**src/rtl/sub32_pkg.sv**
```systemverilog
// Shared constants and types for the chunked 32-bit pipelined subtractor.
// Optional feature macro: SUB_OVF_EN (adds the signed-overflow output).
package sub32_pkg;

    localparam int unsigned DATA_W      = 32;
    localparam int unsigned NUM_STAGES  = 8;
    localparam int unsigned NUM_CHUNKS  = 7;
    localparam int unsigned CHUNK_W_MAX = 6;

    // Chunk k covers bits [CHUNK_LO[k] +: CHUNK_W[k]], LSB chunk first
    localparam int unsigned CHUNK_W  [NUM_CHUNKS] = '{6, 6, 4, 4, 4, 4, 4};
    localparam int unsigned CHUNK_LO [NUM_CHUNKS] = '{0, 6, 12, 16, 20, 24, 28};

    // Container wide enough for any chunk's data bits
    typedef logic [CHUNK_W_MAX-1:0] chunk_t;

endpackage

```
**src/rtl/rtl_sub32_pipe_if.sv**
```systemverilog
// Operation/result bundle for rtl_sub32_pipe.
// master: drives ce, valid_in, a, b, bin; slave: drives d, bout, valid_out (and ovf).
// Optional feature macro: SUB_OVF_EN (adds ovf).
interface rtl_sub32_pipe_if;
    import sub32_pkg::*;

    logic              ce;
    logic              valid_in;
    logic [DATA_W-1:0] a;
    logic [DATA_W-1:0] b;
    logic              bin;
    logic [DATA_W-1:0] d;
    logic              bout;
    logic              valid_out;
`ifdef SUB_OVF_EN
    logic              ovf;
`endif

    modport master (
        output ce, valid_in, a, b, bin,
`ifdef SUB_OVF_EN
        input  ovf,
`endif
        input  d, bout, valid_out
    );

    modport slave (
        input  ce, valid_in, a, b, bin,
`ifdef SUB_OVF_EN
        output ovf,
`endif
        output d, bout, valid_out
    );

endinterface

```
**src/rtl/sub_chunk_reg.sv**
```systemverilog
// Registered W-bit subtract with borrow: {o_bout, o_diff} <= i_a - i_b - i_bin.
// Ports: clk, rst (sync, active-high), ce (advance), i_a/i_b (chunk operands),
//        i_bin (borrow in), o_diff (chunk difference), o_bout (borrow out).
module sub_chunk_reg #(
    parameter int unsigned W = 4
) (
    input  logic         clk,
    input  logic         rst,
    input  logic         ce,
    input  logic [W-1:0] i_a,
    input  logic [W-1:0] i_b,
    input  logic         i_bin,
    output logic [W-1:0] o_diff,
    output logic         o_bout
);

    logic [W:0]   w_res;
    logic [W-1:0] r_diff;
    logic         r_bout;

    // One extra bit on top catches the borrow as the sign of the result
    assign w_res = {1'b0, i_a} - {1'b0, i_b} - (W+1)'(i_bin);

    always_ff @(posedge clk) begin
        if (rst) begin
            r_diff <= '0;
            r_bout <= 1'b0;
        end else if (ce) begin
            {r_bout, r_diff} <= w_res;
        end
    end

    assign o_diff = r_diff;
    assign o_bout = r_bout;

endmodule

```
**src/rtl/rtl_sub32_pipe.sv**
```systemverilog
// 32-bit subtractor d = a - b - bin, pipelined one chunk per stage with
// operand skew and result deskew; 8 ce-enabled edges of latency, 1 op/cycle.
// Ports: clk, rst (sync, active-high), bus (rtl_sub32_pipe_if.slave):
//        ce, valid_in, a, b, bin in; d, bout, valid_out (and ovf) out.
// Optional feature macro: SUB_OVF_EN (signed overflow output ovf).
module rtl_sub32_pipe
    import sub32_pkg::*;
(
    input  logic             clk,
    input  logic             rst,
    rtl_sub32_pipe_if.slave  bus
);

    logic [DATA_W-1:0]     r_a0;
    logic [DATA_W-1:0]     r_b0;
    logic                  r_bin0;
    logic [NUM_STAGES-1:0] r_valid;
    logic                  r_valid_out;
    logic [DATA_W-1:0]     r_d;
    logic                  r_bout;

    // w_borrow[k]: borrow registered by chunk k; w_d_pre: deskewed difference
    logic                  w_borrow [NUM_CHUNKS];
    logic [DATA_W-1:0]     w_d_pre;

`ifdef SUB_OVF_EN
    logic                  w_sign_a;
    logic                  w_sign_b;
    logic                  r_sign_a;
    logic                  r_sign_b;
    logic                  r_ovf;
`endif

    // Stage 0 input capture and valid shift line
    always_ff @(posedge clk) begin
        if (rst) begin
            r_a0    <= '0;
            r_b0    <= '0;
            r_bin0  <= 1'b0;
            r_valid <= '0;
        end else if (bus.ce) begin
            r_a0    <= bus.a;
            r_b0    <= bus.b;
            r_bin0  <= bus.bin;
            r_valid <= {r_valid[NUM_STAGES-2:0], bus.valid_in};
        end
    end

    for (genvar k = 0; k < NUM_CHUNKS; k++) begin : g_chunk
        localparam int unsigned W  = CHUNK_W[k];
        localparam int unsigned LO = CHUNK_LO[k];
        localparam int unsigned DQ = NUM_CHUNKS - 1 - k;

        logic [W-1:0] w_op_a;
        logic [W-1:0] w_op_b;
        logic         w_bin;
        logic [W-1:0] w_diff;

        if (k == 0) begin : g_first
            assign w_op_a = r_a0[LO +: W];
            assign w_op_b = r_b0[LO +: W];
            assign w_bin  = r_bin0;
        end else begin : g_skew
            // Delay this chunk's operands k stages to meet its incoming borrow
            logic [W-1:0] r_sa [k];
            logic [W-1:0] r_sb [k];

            always_ff @(posedge clk) begin
                if (rst) begin
                    for (int i = 0; i < k; i++) begin
                        r_sa[i] <= '0;
                        r_sb[i] <= '0;
                    end
                end else if (bus.ce) begin
                    r_sa[0] <= r_a0[LO +: W];
                    r_sb[0] <= r_b0[LO +: W];
                    for (int i = 1; i < k; i++) begin
                        r_sa[i] <= r_sa[i-1];
                        r_sb[i] <= r_sb[i-1];
                    end
                end
            end

            assign w_op_a = r_sa[k-1];
            assign w_op_b = r_sb[k-1];
            assign w_bin  = w_borrow[k-1];

`ifdef SUB_OVF_EN
            if (k == NUM_CHUNKS - 1) begin : g_sign
                assign w_sign_a = r_sa[k-1][W-1];
                assign w_sign_b = r_sb[k-1][W-1];
            end
`endif
        end

        sub_chunk_reg #(.W(W)) u_sub (
            .clk    (clk),
            .rst    (rst),
            .ce     (bus.ce),
            .i_a    (w_op_a),
            .i_b    (w_op_b),
            .i_bin  (w_bin),
            .o_diff (w_diff),
            .o_bout (w_borrow[k])
        );

        if (DQ == 0) begin : g_last
            assign w_d_pre[LO +: W] = w_diff;
        end else begin : g_deskew
            // Hold early chunks until the top chunk resolves; output reg adds the final stage
            logic [W-1:0] r_dq [DQ];

            always_ff @(posedge clk) begin
                if (rst) begin
                    for (int i = 0; i < int'(DQ); i++) begin
                        r_dq[i] <= '0;
                    end
                end else if (bus.ce) begin
                    r_dq[0] <= w_diff;
                    for (int i = 1; i < int'(DQ); i++) begin
                        r_dq[i] <= r_dq[i-1];
                    end
                end
            end

            assign w_d_pre[LO +: W] = r_dq[DQ-1];
        end
    end

    // Output register: results only update on a valid op, otherwise held
    always_ff @(posedge clk) begin
        if (rst) begin
            r_valid_out <= 1'b0;
            r_d         <= '0;
            r_bout      <= 1'b0;
        end else if (bus.ce) begin
            r_valid_out <= r_valid[NUM_STAGES-1];
            if (r_valid[NUM_STAGES-1]) begin
                r_d    <= w_d_pre;
                r_bout <= w_borrow[NUM_CHUNKS-1];
            end
        end
    end

`ifdef SUB_OVF_EN
    // Sign bits ride alongside the top chunk so ovf lines up with d
    always_ff @(posedge clk) begin
        if (rst) begin
            r_sign_a <= 1'b0;
            r_sign_b <= 1'b0;
            r_ovf    <= 1'b0;
        end else if (bus.ce) begin
            r_sign_a <= w_sign_a;
            r_sign_b <= w_sign_b;
            if (r_valid[NUM_STAGES-1]) begin
                r_ovf <= (r_sign_a != r_sign_b) && (w_d_pre[DATA_W-1] != r_sign_a);
            end
        end
    end

    assign bus.ovf = r_ovf;
`endif

    assign bus.d         = r_d;
    assign bus.bout      = r_bout;
    assign bus.valid_out = r_valid_out;

endmodule

```
**src/flat_wrapper.sv**
```systemverilog
// flat-port wrapper written by rule: the top's interface ports become plain ports
module rtl_sub32_pipe_flat import sub32_pkg::*;
  (clk, rst, bus_ce, bus_valid_in, bus_a, bus_b, bus_bin, bus_d, bus_bout, bus_valid_out);
  rtl_sub32_pipe_if bus_i ();
  input  logic clk;
  input  logic rst;
  input wire logic [$bits(bus_i.ce)-1:0] bus_ce;
  input wire logic [$bits(bus_i.valid_in)-1:0] bus_valid_in;
  input wire logic [$bits(bus_i.a)-1:0] bus_a;
  input wire logic [$bits(bus_i.b)-1:0] bus_b;
  input wire logic [$bits(bus_i.bin)-1:0] bus_bin;
  output wire logic [$bits(bus_i.d)-1:0] bus_d;
  output wire logic [$bits(bus_i.bout)-1:0] bus_bout;
  output wire logic [$bits(bus_i.valid_out)-1:0] bus_valid_out;
  assign bus_i.ce = bus_ce;
  assign bus_i.valid_in = bus_valid_in;
  assign bus_i.a = bus_a;
  assign bus_i.b = bus_b;
  assign bus_i.bin = bus_bin;
  assign bus_d = bus_i.d;
  assign bus_bout = bus_i.bout;
  assign bus_valid_out = bus_i.valid_out;
  rtl_sub32_pipe u_core (.clk(clk), .rst(rst), .bus(bus_i));
endmodule
```
**config.mk**
```make
export PLATFORM = sky130hd
export DESIGN_NAME = rtl_sub32_pipe_flat
export DESIGN_NICKNAME = d
export VERILOG_FILES = /design/src/rtl/sub32_pkg.sv /design/src/rtl/rtl_sub32_pipe_if.sv /design/src/rtl/sub_chunk_reg.sv /design/src/rtl/rtl_sub32_pipe.sv /design/src/flat_wrapper.sv
export SDC_FILE = /design/constraint.sdc
export NUM_CORES = 1
export LEC_CHECK = 0
export CAP_MARGIN = 20
export CORE_AREA = 5 5 183 185
export CTS_CLUSTER_SIZE = 25
export DETAILED_ROUTE_END_ITERATION = 12
export DIE_AREA = 0 0 188 190
export PLACE_DENSITY_LB_ADDON = 0.2
export RECOVER_POWER = 100
export REMOVE_ABC_BUFFERS = 1
export SLEW_MARGIN = 20
export SYNTH_ARGS = -nofsm -noshare
export SYNTH_HDL_FRONTEND = slang
export SYNTH_SLANG_ARGS = --single-unit
```
**constraint.sdc**
```tcl
create_clock -name clk -period 21 [get_ports clk]
set_input_delay 4.2 -clock clk [delete_from_list [all_inputs] [get_ports clk]]
set_output_delay 4.2 -clock clk [all_outputs]
set_load 0.1 [all_outputs]
```
; Word-level counts from Yosys, hierarchy flattened
; Memories as Yosys holds them, arrays and structs flattened. A register that Yosys moved wholly into a read port is not among the register bits.
; Cells that the tools add are included.
[word_totals]
register_bits = 146
latch_bits = 0
mem_bits_rw = 278
romBits = 0
input_bits = 69
mem_count = 18
[op_classes]
addsub = 14
n_mul = 0
n_div = 0
order_cmp = 0
n_eq_ne = 0
shifts = 0
muxes = 71
n_bitwise = 60
reduce_logical = 4
[memory_table]
columns = memory, depth, width, read_ports, rd_clocked_by_memory_dff, write_ports, line_no
row1 = u_core.g_chunk[0].g_deskew.r_dq, 6, 6, 6, 1, 6, rtl_sub32_pipe.sv:111  ; logic [W-1:0] r_dq [DQ];
row2 = u_core.g_chunk[1].g_deskew.r_dq, 5, 6, 5, 1, 5, rtl_sub32_pipe.sv:111
row3 = u_core.g_chunk[6].g_skew.r_sa, 6, 4, 6, 0, 6, rtl_sub32_pipe.sv:65  ; logic [W-1:0] r_sa [k];
row4 = u_core.g_chunk[6].g_skew.r_sb, 6, 4, 6, 0, 6, rtl_sub32_pipe.sv:66  ; logic [W-1:0] r_sb [k];
row5 = u_core.g_chunk[5].g_skew.r_sa, 5, 4, 5, 0, 5, rtl_sub32_pipe.sv:65
row6 = u_core.g_chunk[5].g_skew.r_sb, 5, 4, 5, 0, 5, rtl_sub32_pipe.sv:66
row7 = 12 more memories, -, -, -, -, -, -
[ops]
columns = op, count
row1 = $mux 4, 50
row2 = $mux 6, 13
row3 = $or 1x1->1, 60
row4 = $sub 4x4->5, 5
row5 = $sub 5x1->5, 5
row6 = $sub 6x6->7, 2
row7 = $sub 7x1->7, 2
row8 = $reduce_or 6->1, 2
row9 = $mux 1, 8
row10 = $reduce_or 4->1, 1
row11 = $reduce_and 2->1, 1

; Longest topological paths before layout
; Gate-level depths: netlist (run 1).
[depth]
depth_word = 5
depth_mapped = 10
ltp_nobuf = 10

; Hierarchy
; A second synthesis (run 1) with hierarchy kept.
[hier_totals]
cells_unflattened = 1330
hier_area_um2 = 17324.1
[modules_own_cells]
columns = mod, n_inst, cells_per_inst, area_per_inst_um2
row1 = rtl_sub32_pipe, 1, 979, 14269.9
row2 = sub_chunk_reg at u_core.g_chunk[2].u_sub ..., 4, 41, 357.8
row3 = sub_chunk_reg at u_core.g_chunk[0].u_sub, 1, 72, 640.6
row4 = sub_chunk_reg at u_core.g_chunk[1].u_sub, 1, 74, 620.6
row5 = sub_chunk_reg at u_core.g_chunk[6].u_sub, 1, 41, 361.6

; Least setup slack after synthesis (run 1)
; Ideal clock, no wire load.
[synth_path]
path_kind = in2reg
from = input port bus_ce
to = memory u_core.g_chunk[0].g_deskew.r_dq[0][0] in the netlist's numbering, enable pin
setup_time_ns = 0.629
arrival_ns = 9.762
required_time_ns = 20.371
slack_ns = 10.609
stages = 3
n_path_buf = 1
cell_sequence = buf_4 nor2_1 inv_1
[synth_rtl]
columns = element, line_no
row1 = from (decl), flat_wrapper.sv:7  ; input wire logic [$bits(bus_i.ce)-1:0] bus_ce;
row2 = to (decl), rtl_sub32_pipe.sv:111

==> metrics.md, run 1 <==
| Metric | Value |
|---|---|
| Chip height | `190 microns` |
| Fillers | `~2500` |
| Slew headroom | `-2.180` |
| Clock Sinks | `424` |
| Crit path capture type | `flip-flop` |
| Worst R2R Setup Slack | `18.48 ns` |
| Final TNS setup | `0 ns` |
| Share of cells above drive strength 1 | `0.04480` |
| Clk Latency, worst-skew pair | `0.52 ns` |
| Final setup vio count | `0` |
| PortBufs | `102` |
| Kind of critical path | `in -> reg` |
| Pre-antenna DRT Iters | `6` |
| Area of the multi-input gates | `0.005125 sq mm` |
| Hold Crit Start | `u_core.bus.d[22]` |
| Initial DRC Count | `448` |
| Met2 Use GR | `0.2579` |
| DR WL/cell | `13.77 microns` |
| Asr flop ratio synth | `0` |
| Dpl cells | `1779` |
| Hpwl dp | `15010 microns` |
| Finished Cell Area | `0.01970 sq mm` |
| Setup Fix Bufs, Post-CTS | `0` |
| Commonest non-fill, non-tap cell in the layout | `edfxtp_1` |
| Cells after synthesis | `about 1300` |
| I/O pins | `103` |
| CTS root buf | `clkbuf_16` |
| Die W | `188 microns` |
| Total routed wirelength | `25610 microns` |
| Total global-route track usage | `0.1451` |
| Gr busiest metal | `met2` |
| Congestion Overflow GR | `0` |
| Tcrit/Tclk final | `0.5890` |
| Cells on worst reg2reg path | `9` |
| Hold Crit Depth | `2` |
| Crit-path max FO | `112` |
| Max-cap viol count | `8` |
| Outcome | `finished, violations left` |
| Pleak | `7.856 nW` |
| Violated checks | `max-capacitance violations, max-slew violations` |
| Arrival time worst endpoint | `between 10 and 15 ns` |
| Row Count | `66` |
| Non-Filler Instances | `1859` |
| First-pass GRT wire length | `43380 microns` |
| Routed vias | `slightly above 9000` |
| Fin crit period | `12.37 ns` |
| Largest area contributor in the netlist | `edfxtp_1` |
| Net count, final | `between 1500 and 2000` |
| Sequential Area | `0.01127 sq mm` |
| Placer's final routability congestion estimate | `between 0.7 and 0.8` |
| Netlist cell types | `43` |
| Req. time, crit path | `roughly 21 ns` |
| Avg Cell Area, Syn | `12.82 sq um` |
| Core area | `0.03188 sq mm` |
| CTS H-tree depth | `2` |
| Remaining DRCs | `0` |
| CTS tree | `done` |
| Synthesis-to-finish area growth | `15.45%` |
| Cts hold-fix bufs | `0` |
| Crit start category | `input port` |
| Grt met1 use | `0.1833` |
| Synth top area share | `0.4893` |
| M3 GR Usage | `0.02826` |
| Hold Path End | `u_core.bus.d[22]` |
| Post-synth EDFFs | `278` |
| F_max | `between 80 and 90 MHz` |
| Skew final | `0.007203 ns` |
| Sequential area share after synthesis | `0.6607` |
| Initial antenna violation count | `0` |
| HP Class | `reg -> reg` |
| Post-CTS Resized | `0` |
| Clk slew on worst S/H paths | `0.06 ns` |
| Die area | `approximately 0.036 sq mm` |
| CTS Buf Count | `43` |
| Pin count of the biggest net entering global routing | `146` |
| Ant diodes | `0` |
| Synth warnings | `0` |
| Vias in the first global route | `around 9100` |
| RSZ-0062 raised after global routing | `no` |
| Worst r2r dst | `u_core.g_chunk[0].u_sub.o_bout` |
| Fin. Hold Viols | `0` |
| Most frequent cells in the layout | `edfxtp_1 (278), and2_0 (146), dfxtp_1 (146), and2_1 (132), nor2_1 (105)` |
| R2R Path Start | `u_core.r_b0[0]` |
| Initial Util | `0.5352` |
| Synth area leaders | `edfxtp_1 (49%), dfxtp_1 (17%), and2_1 (10%)` |
| Slew Viols, Final | `622` |
| Synth Flop Type | `edfxtp_1` |
| Power per cell area | `roughly 93 mW/mm^2` |
| Worst-Margin Slew | `between 4 and 5 ns` |
| Routed Antenna Nets | `0` |
| Flops & latches, synth | `about 420` |
| DR vias/cell | `slightly below 5` |
| Peak supply drop | `between 0.06 and 0.07 mV` |
| Mapped Area | `0.01706 sq mm` |
| Area post-placement | `0.01831 sq mm` |
| Clk buf depth | `3` |
## logic make-up after synthesis
family                   count (synthesis)  synth area share
AND/OR/NAND/NOR                        504            0.1600
flip-flops                             424            0.6607
buffers and inverters                  149           0.03880
AO/OA/AOI/OAI                           94           0.03264
multiplexers                            81           0.04752
adder cells (fa/ha/maj)                 62           0.05163
XOR/XNOR                                17          0.008728
## where the power goes
part / internal, mW / leakage, nW / switching, mW
Clock: 0.454 / 0.688 / 0.292
Combinational: 0.0621 / 2.89 / 0.0724
Sequential: 0.944 / 4.28 / 0.0162
## cell usage after synthesis, types with 3 or more instances
library cell    n
a21oi_1        49
and2_1        278
xnor2_1        15
o21ai_0        11
clkbuf_1       18
nor3b_1         4
nand2b_1       14
a211oi_1       16
nand2_1        76
nor2_1        105
buf_4          12
buf_2          15
and4_1          4
mux2i_1        81
nor3_1          6
a311oi_1        4
fa_1           14
dfxtp_1       146
ha_1           48
nand3b_1        3
buf_1           5
edfxtp_1      278
a31oi_1         4
inv_1          78
o211ai_1        4
clkbuf_2       19
## cell type report
| class | count | share of cell area |
|---|---|---|
| clock inverters | 12 | 0.006543 |
| clock buffers | 67 | 0.06492 |
| inverters | 78 | 0.01493 |
| repair buffers | 112 | 0.05527 |
| flip-flops and latches | 424 | 0.5722 |
| multi-input cells | 758 | 0.2602 |
| well taps | 408 | 0.02592 |
## critical path, stage by stage
cell	delay, ns
clkbuf_1	1.56
nor2_1	0.37
clkinvlp_2	2.91
clkbuf_1	3.19
## through the flow
| stage | setup WS, ns | power (mW) | utilization | hold WS [ns] |
|---|---|---|---|---|
| 6_report | 8.631 | 1.841 | 0.6179 | 0.4487 |
| 3_3_place_gp | 13.72 | 1.102 | 0.5743 | 0.4391 |
| 5_1_grt | 7.710 | 1.927 | 0.6179 | 0.4621 |
| 2_1_floorplan | 10.37 | 1.063 | - | 0.4251 |
| 3_5_place_dp | 13.67 | 1.109 | 0.5743 | 0.4429 |
| 4_1_cts | 14.20 | 1.860 | 0.6185 | 0.4523 |
## registers in the layout, indices dropped and copies added, names as in the netlist
| signal | flops |
|---|---|
| u_core.g_chunk.g_deskew.r_dq | 106 |
| u_core.g_chunk.u_sub.o_diff | 32 |
| u_core.bus.bout | 1 |
| u_core.g_chunk.w_bin | 1 |
| u_core.r_b0 | 32 |
| u_core.r_valid | 8 |
| u_core.g_chunk.g_skew.r_sa | 86 |
| u_core.r_a0 | 32 |
| u_core.bus.valid_out | 1 |
| u_core.bus.d | 32 |
| u_core.g_chunk.u_sub.o_bout | 7 |
| u_core.g_chunk.g_skew.r_sb | 86 |
## how the worst max path moves through the flow
| stage | from | to | slack [ns] | cells after the start |
|---|---|---|---|---|
| global placement | bus_ce | u_core.g_chunk[1].g_deskew.r_dq[4][4] | 13.72 | 5 |
| CTS | bus_ce | u_core.g_chunk[1].g_deskew.r_dq[0][3] | 14.20 | 5 |
| floorplan | rst | u_core.g_chunk[0].g_deskew.r_dq[0][0] | 10.37 | 2 |
| detailed placement | bus_ce | u_core.g_chunk[6].g_skew.r_sa[0][20] | 13.67 | 5 |
| global route | bus_ce | u_core.g_chunk[3].g_skew.r_sa[0][6] | 7.71 | 4 |
| finish | bus_ce | u_core.g_chunk[3].g_skew.r_sa[0][4] | 8.63 | 4 |
## layer usage
metal,part of all wire,up-vias,routed length (microns)
li1,-,4665,-
met1,0.44,4393,11170
met2,0.51,138,12960
met3,0.041,36,1040
met4,0.017,0,432
met5,0,-,0
No activity file was read; power rests on OpenSTA's default activity.
==> run 2: changes to the inputs <==
--- a/config.mk
+++ b/config.mk
@@ -6,10 +6,10 @@
 export NUM_CORES = 1
 export LEC_CHECK = 0
 export CAP_MARGIN = 20
-export CORE_AREA = 5 5 183 185
+export CORE_AREA = 5 5 186 188
 export CTS_CLUSTER_SIZE = 25
 export DETAILED_ROUTE_END_ITERATION = 12
-export DIE_AREA = 0 0 188 190
+export DIE_AREA = 0 0 191 193
 export PLACE_DENSITY_LB_ADDON = 0.2
 export RECOVER_POWER = 100
 export REMOVE_ABC_BUFFERS = 1
==> constraint.sdc (replaced) <==
create_clock -name clk -period 11 [get_ports clk]
set_input_delay 2.2 -clock clk [delete_from_list [all_inputs] [get_ports clk]]
set_output_delay 2.2 -clock clk [all_outputs]
set_load 0.1 [all_outputs]
==> run 2 against run 1 <==
  * Via count down 0.73%
  * Hold slack got worse by 0.00093 ns
  * The flow still finishes with violations (max-capacitance violations, max-slew violations)
  * Largest cell class unchanged
  * Design area grew 0.50%
  * Clock-buffer cell count is 1 higher
  * Sequential share of layout area is 0.29 points lower
==> metrics.md, run 2 (synthesized netlist as in run 1, its figures left out) <==
| Metric | Value |
|---|---|
| Post-CTS Resized | `0 (unchanged)` |
| Req. time, crit path | `11.44 ns (-9.58 ns)` |
| Clock Sinks | `424 (unchanged)` |
| Setup Fix Bufs, Post-CTS | `0 (unchanged)` |
| Skew final | `0.007546 ns (+0.0003430 ns)` |
| Worst R2R Setup Slack | `8.48 ns (-10.00 ns)` |
| Ant diodes | `0 (unchanged)` |
| Power per cell area | `178.4 mW/mm^2 (+91%)` |
| Max reg flops | `106 (unchanged)` |
| Crit-path max FO | `61 (-46%)` |
| Design Power | `3.532 mW (+92%)` |
| Arrival time worst endpoint | `7.80 ns (-4.59 ns)` |
| Peak supply drop | `0.1139 mV (+82%)` |
| Crit path capture type | `flip-flop` |
| DR vias/cell | `4.819 (-3.0%)` |
| Placer's final routability congestion estimate | `0.7563 (+6.6%)` |
| Slew headroom | `-1.688 (+0.4920)` |
| Most frequent cells in the layout | `edfxtp_1 (278), and2_1 (157), dfxtp_1 (146), and2_0 (121), nor2_1 (105)` |
| Violated checks | `max-capacitance violations, max-slew violations` |
| DR WL/cell | `13.46 microns (-2.3%)` |
| Routed Antenna Nets | `0 (unchanged)` |
| Clk Latency, worst-skew pair | `0.52 ns (about the same)` |
| Outcome | `finished, violations left` |
| Die area | `0.03686 sq mm (+3.2%)` |
| Metal3 WL | `1063 microns (+2.2%)` |
| I/O pins | `103 (unchanged)` |
| Routed vias | `9165 (-0.73%)` |
| Pin count of the biggest net entering global routing | `143 (-2.1%)` |
| RSZ-0062 raised after global routing | `no` |
| PortBufs | `102 (unchanged)` |
| Area post-placement | `0.01837 sq mm (+0.36%)` |
| Slew Viols, Final | `376 (-40%)` |
| Initial DRC Count | `422 (-5.8%)` |
| Most flops, register | `u_core.g_chunk.g_deskew.r_dq` |
| Final core occ | `0.6009 (-0.01706)` |
| Top flop regs | `u_core.g_chunk.g_deskew.r_dq (106), u_core.g_chunk.g_skew.r_sa (86), u_core.g_chunk.g_skew.r_sb (86)` |
| Hold Path End | `u_core.bus.bout` |
| Total global-route track usage | `0.1423 (-0.002837)` |
| Fin. Hold Viols | `0 (unchanged)` |
| Share of cells above drive strength 1 | `0.04952 (+0.004722)` |
| Cells on worst reg2reg path | `9 (unchanged)` |
| Die W | `191 microns (+1.6%)` |
| Total routed wirelength | `25600 microns (about the same)` |
| Final TNS setup | `0 ns (unchanged)` |
| Clk slew on worst S/H paths | `0.06 ns (about the same)` |
| Synthesis-to-finish area growth | `16.03%` |
| Core area | `0.03295 sq mm (+3.4%)` |
| HP Class | `reg -> reg` |
| R2R Path Start | `u_core.r_b0[0]` |
| Clk buf depth | `3 (unchanged)` |
| Row Count | `67 (+1.5%)` |
| Remaining DRCs | `0 (unchanged)` |
| Fin crit period | `7.362 ns` |
| Initial Util | `0.5178 (-0.01738)` |
| Congestion Overflow GR | `0 (unchanged)` |
| Finished Cell Area | `0.01980 sq mm (+0.50%)` |
| Initial antenna violation count | `0 (unchanged)` |
| Max-cap viol count | `8 (unchanged)` |
| Final setup vio count | `0 (unchanged)` |
| Chip height | `193 microns (+1.6%)` |
| Highest routed layer | `met4` |
| Net count, final | `1551 (+0.19%)` |
| Worst-Margin Slew | `4.032 ns (-0.7120 ns)` |
| CTS root buf | `clkbuf_16` |
| CTS Buf Count | `44 (+2.3%)` |
| Worst r2r dst | `u_core.g_chunk[0].u_sub.o_bout` |
| Pleak | `7.914 nW (+0.73%)` |
| Crit start category | `input port` |
| WHS | `0.4478 ns (-0.0009330 ns)` |
| F_max | `135.8 MHz` |
| First-pass GRT wire length | `43330 microns (-0.13%)` |
| Cts hold-fix bufs | `0 (unchanged)` |
| Hpwl dp | `15110 microns (+0.73%)` |
| Vias in the first global route | `8975 (-1.2%)` |
| Hold Crit Depth | `2 (unchanged)` |
| Routed length on met2 | `12550 microns (-3.2%)` |
| Hold Crit Start | `u_core.bus.bout` |
| CTS H-tree depth | `2 (unchanged)` |
| Routed metal-1 wirelength | `11350 microns (+1.6%)` |
| Tcrit/Tclk final | `0.6693` |
| CTS tree | `done` |
| Commonest non-fill, non-tap cell in the layout | `edfxtp_1` |
| Pre-antenna DRT Iters | `6 (unchanged)` |
| Kind of critical path | `in -> reg` |
## run 2: critical path, cell delays in order
cell and delay [ns]:
clkbuf_1 1.12, clkbuf_1 2.91, nand2b_1 0.86, nor3_1 0.42
a221oi_1 0.12, o211ai_1 0.12
## run 2: power breakdown
group	switching [mW]	internal, mW	total, mW
clock	0.567	0.882	1.45
sequential	0.0298	1.80	1.83
combinational	0.137	0.118	0.255
total	0.734	2.80	3.53
## run 2: layout make-up
cell class | instances | area, sq um
Sequential cell | 424 | 11270
Timing Repair Buffer | 114 | 1104
Clock buffer | 68 | 1303
Fill cell | 2622 | 13150
Multi-Input combinational cell | 758 | 5125
Inverter | 78 | 300.3
Clock inverter | 12 | 132.6
Tap cell | 448 | 560.5
## run 2: worst max-delay path by stage
stage	start	end	slack [ns]	cells after the start
after floorplan	rst	u_core.g_chunk[0].g_deskew.r_dq[0][0]	2.37	2
final	bus_ce	u_core.g_chunk[0].u_sub.o_diff[5]	3.64	6
after global routing	bus_ce	u_core.g_chunk[0].u_sub.o_diff[5]	3.04	6
after CTS	rst	u_core.g_chunk[5].g_skew.r_sb[0][0]	5.85	6
after global placement	rst	u_core.g_chunk[5].g_deskew.r_dq[0][1]	5.40	6
after detailed placement	rst	u_core.g_chunk[2].g_deskew.r_dq[2][3]	5.33	6
## run 2: per-layer routing
layer  vias up  global-route usage
met4         0             0.04254
met5         -                   0
met3        52             0.02539
li1       4666                   -
met1      4306              0.1846
met2       141              0.2473
## run 2: through the flow
| step | instances | setup WS (ns) |
|---|---|---|
| 6_report | 1902 | 3.638 |
| 5_1_grt | 1902 | 3.038 |
| 4_1_cts | 1901 | 5.852 |
| 3_5_place_dp | 1821 | 5.330 |
| 3_3_place_gp | 1821 | 5.395 |
| 2_1_floorplan | 1260 | 2.375 |
==> run 3: changes to the inputs <==
--- a/config.mk
+++ b/config.mk
@@ -6,10 +6,10 @@
 export NUM_CORES = 1
 export LEC_CHECK = 0
 export CAP_MARGIN = 20
-export CORE_AREA = 5 5 186 188
+export CORE_AREA = 5 5 183 185
 export CTS_CLUSTER_SIZE = 25
 export DETAILED_ROUTE_END_ITERATION = 12
-export DIE_AREA = 0 0 191 193
+export DIE_AREA = 0 0 188 190
 export PLACE_DENSITY_LB_ADDON = 0.2
 export RECOVER_POWER = 100
 export REMOVE_ABC_BUFFERS = 1
==> constraint.sdc (replaced) <==
create_clock -name clk -period 7.6 [get_ports clk]
set_input_delay 1.52 -clock clk [delete_from_list [all_inputs] [get_ports clk]]
set_output_delay 1.52 -clock clk [all_outputs]
set_load 0.1 [all_outputs]
==> run 3 against run 2 <==
  * The run still ends with max-capacitance violations, max-slew violations left
  * Sequential cell count stayed put
  * Critical path depth fell by 2
  * Hold slack is essentially flat
  * Clock-buffer cell count fell by 9
  * Global-route usage grew 0.25 points
  * Total power rose by 45%
  * Routed wire length decreased by 0.48%
  * Die area decreased by 3.1%
  * Critical path type unchanged
  * Via count grew 0.72%
  * Sequential share of layout area up 0.14 points
==> metrics.md, run 3 (synthesized netlist as in run 1, its figures left out) <==
| Metric | Value |
|---|---|
| Outcome | `finished, violations left` |
| PortBufs | `102 (unchanged)` |
| Dpl cells | `1777 (-2.4%)` |
| DR WL/cell | `13.72 microns (+1.9%)` |
| Clock network fraction of design power | `0.412 (+0.002)` |
| Hpwl dp | `14440 microns (-4.5%)` |
| Chip height | `190 microns (-1.6%)` |
| Clk Latency, worst-skew pair | `0.52 ns (about the same)` |
| Crit-path max FO | `88 (+44%)` |
| Crit start category | `input port` |
| Finished Cell Area | `0.01975 sq mm (-0.25%)` |
| Power Internal | `4.045 mW (+45%)` |
| R2R Path Start | `u_core.r_b0[0]` |
| Clock Sinks | `424 (unchanged)` |
| Row Count | `66 (-1.5%)` |
| Fin. Hold Viols | `0 (unchanged)` |
| WHS | `0.4477 ns (-0.0001220 ns)` |
| Cells on worst reg2reg path | `9 (unchanged)` |
| DR vias/cell | `4.971 (+3.2%)` |
| Non-Filler Instances | `1857 (-2.4%)` |
| Routed vias | `9231 (+0.72%)` |
| CTS tree | `done` |
| Design Power | `5.126 mW (+45%)` |
| Commonest non-fill, non-tap cell in the layout | `edfxtp_1` |
| RSZ-0062 raised after global routing | `no` |
| Violated checks | `max-capacitance violations, max-slew violations` |
| CP max stage delay | `2.88 ns (-0.03 ns)` |
| CTS root buf | `clkbuf_16` |
| Max-cap viol count | `3 (-5)` |
| Share of cells above drive strength 1 | `0.05107 (+0.001551)` |
| Synthesis-to-finish area growth | `15.75%` |
| Tcrit/Tclk final | `0.6748` |
| Pleak | `7.934 nW (+0.25%)` |
| Initial DRC Count | `493 (+17%)` |
| Switch Pwr | `1.081 mW (+47%)` |
| Sequential fraction of design power | `0.516 (about the same)` |
| Clk slew on worst S/H paths | `0.06 ns (about the same)` |
| First-pass GRT wire length | `43210 microns (-0.26%)` |
| I/O pins | `103 (unchanged)` |
| Clk buf depth | `3 (unchanged)` |
| Worst-Margin Slew | `4.021 ns (-0.01083 ns)` |
| HP Class | `reg -> reg` |
| Arrival time worst endpoint | `5.53 ns (-2.27 ns)` |
| Switching Fraction | `0.2109 (+0.003100)` |
| Power per cell area | `259.6 mW/mm^2 (+46%)` |
| Worst R2R Setup Slack | `5.21 ns (-3.27 ns)` |
| Congestion Overflow GR | `0 (unchanged)` |
| Initial Util | `0.5352 (+0.01738)` |
| CTS H-tree depth | `2 (unchanged)` |
| Vias in the first global route | `9049 (+0.82%)` |
| Slew headroom | `-1.681 (+0.007220)` |
| Top flop regs | `u_core.g_chunk.g_deskew.r_dq (106), u_core.g_chunk.g_skew.r_sa (86), u_core.g_chunk.g_skew.r_sb (86)` |
| Final setup vio count | `0 (unchanged)` |
| CTS Buf Count | `44 (unchanged)` |
| Crit path capture type | `flip-flop` |
| Pre-antenna DRT Iters | `4 (-2)` |
| Pin count of the biggest net entering global routing | `247 (+73%)` |
| Skew final | `0.01200 ns (+0.004455 ns)` |
| Total routed wirelength | `25480 microns (-0.48%)` |
| Kind of critical path | `in -> reg` |
| Slew Viols, Final | `185 (-51%)` |
| Post-CTS Resized | `0 (unchanged)` |
| Routed Antenna Nets | `0 (unchanged)` |
| Hold Path End | `u_core.bus.d[28]` |
| Core area | `0.03188 sq mm (-3.2%)` |
| Fin crit period | `5.128 ns` |
| Initial antenna violation count | `0 (unchanged)` |
| Die area | `0.03572 sq mm (-3.1%)` |
| Max reg flops | `106 (unchanged)` |
| Remaining DRCs | `0 (unchanged)` |
| Worst r2r dst | `u_core.g_chunk[0].u_sub.o_diff[4]` |
| Net count, final | `1546 (-0.32%)` |
| Hold Crit Depth | `2 (unchanged)` |
| Setup Fix Bufs, Post-CTS | `0 (unchanged)` |
| Peak supply drop | `0.2202 mV (+93%)` |
| F_max | `195.0 MHz` |
| Ant diodes | `0 (unchanged)` |
| Area post-placement | `0.01832 sq mm (-0.30%)` |
| Placer's final routability congestion estimate | `0.7327 (-3.1%)` |
| Most flops, register | `u_core.g_chunk.g_deskew.r_dq` |
| Most frequent cells in the layout | `edfxtp_1 (278), and2_1 (183), dfxtp_1 (146), nor2_1 (105), and2_0 (95)` |
| Die W | `188 microns (-1.6%)` |
| Cts hold-fix bufs | `0 (unchanged)` |
| Crit-path cells | `buf_6 -> clkbuf_1 -> nor3_1 -> or3_1` |
| CP max-delay cell | `clkbuf_1` |
| Total global-route track usage | `0.1447 (+0.002477)` |
| Req. time, crit path | `8.01 ns (-3.43 ns)` |
| Comb pwr share | `0.072 (about the same)` |
| Hold Crit Start | `u_core.bus.d[28]` |
[run 3: cell types whose count changed in the layout (fill, tap and decap cells not counted), sizes merged]
cell / delta
bufinv: +1
clkbuf: -14
clkinv: +6
clkinvlp: +2
[run 3: routing by layer]
layer	track usage	up-vias	routed length [microns]
li1	-	4668	-
met1	0.1862	4368	11160
met2	0.2497	141	12710
met3	0.02569	54	902
met4	0.04941	0	702
met5	0	-	0
[run 3: how the worst max path moves through the flow]
stage                          start                                     to  slack (ns)
floorplan                        rst  u_core.g_chunk[0].g_deskew.r_dq[0][0]       -0.35
global placement                 rst  u_core.g_chunk[2].g_deskew.r_dq[2][0]        3.55
detailed placement               rst   u_core.g_chunk[6].g_skew.r_sa[0][23]        3.52
CTS                 u_core.bus.d[14]                              bus_d[14]        3.97
global route                     rst      u_core.g_chunk[1].u_sub.o_diff[3]        1.98
finish                           rst      u_core.g_chunk[1].u_sub.o_diff[3]        2.47
[run 3: power by group through the flow]
| stage | Sequential (mW) | Combinational, mW | Clock [mW] |
|---|---|---|---|
| floorplan | 2.69 | 0.245 | 0 |
| global placement | 2.69 | 0.361 | 0 |
| detailed placement | 2.69 | 0.374 | 0 |
| CTS | 2.64 | 0.377 | 2.17 |
| global route | 2.66 | 0.424 | 2.27 |
| finish | 2.64 | 0.369 | 2.11 |
[run 3: worst max-delay path, delay by kind of cell]
kind	cells	cell delay, ns
and+or+nand+nor	2	0.68
buffers and inverters	2	3.25
[run 3: cell type report]
cell class	count	area, sq um
clock buffers	59	1239
flip-flops and latches	424	11270
repair buffers	109	1094
fillers	2466	12130
multi-input cells	758	5127
well taps	408	510.5
clock inverters	21	205.2
inverters	78	300.3
[run 3: through the flow]
step | setup WS, ns | util | setup TNS, ns
2_1_floorplan | -0.3454 | - | -96.36
4_1_cts | 3.965 | 0.6200 | 0
3_3_place_gp | 3.549 | 0.5747 | 0
5_1_grt | 1.984 | 0.6195 | 0
6_report | 2.472 | 0.6195 | 0
3_5_place_dp | 3.518 | 0.5747 | 0
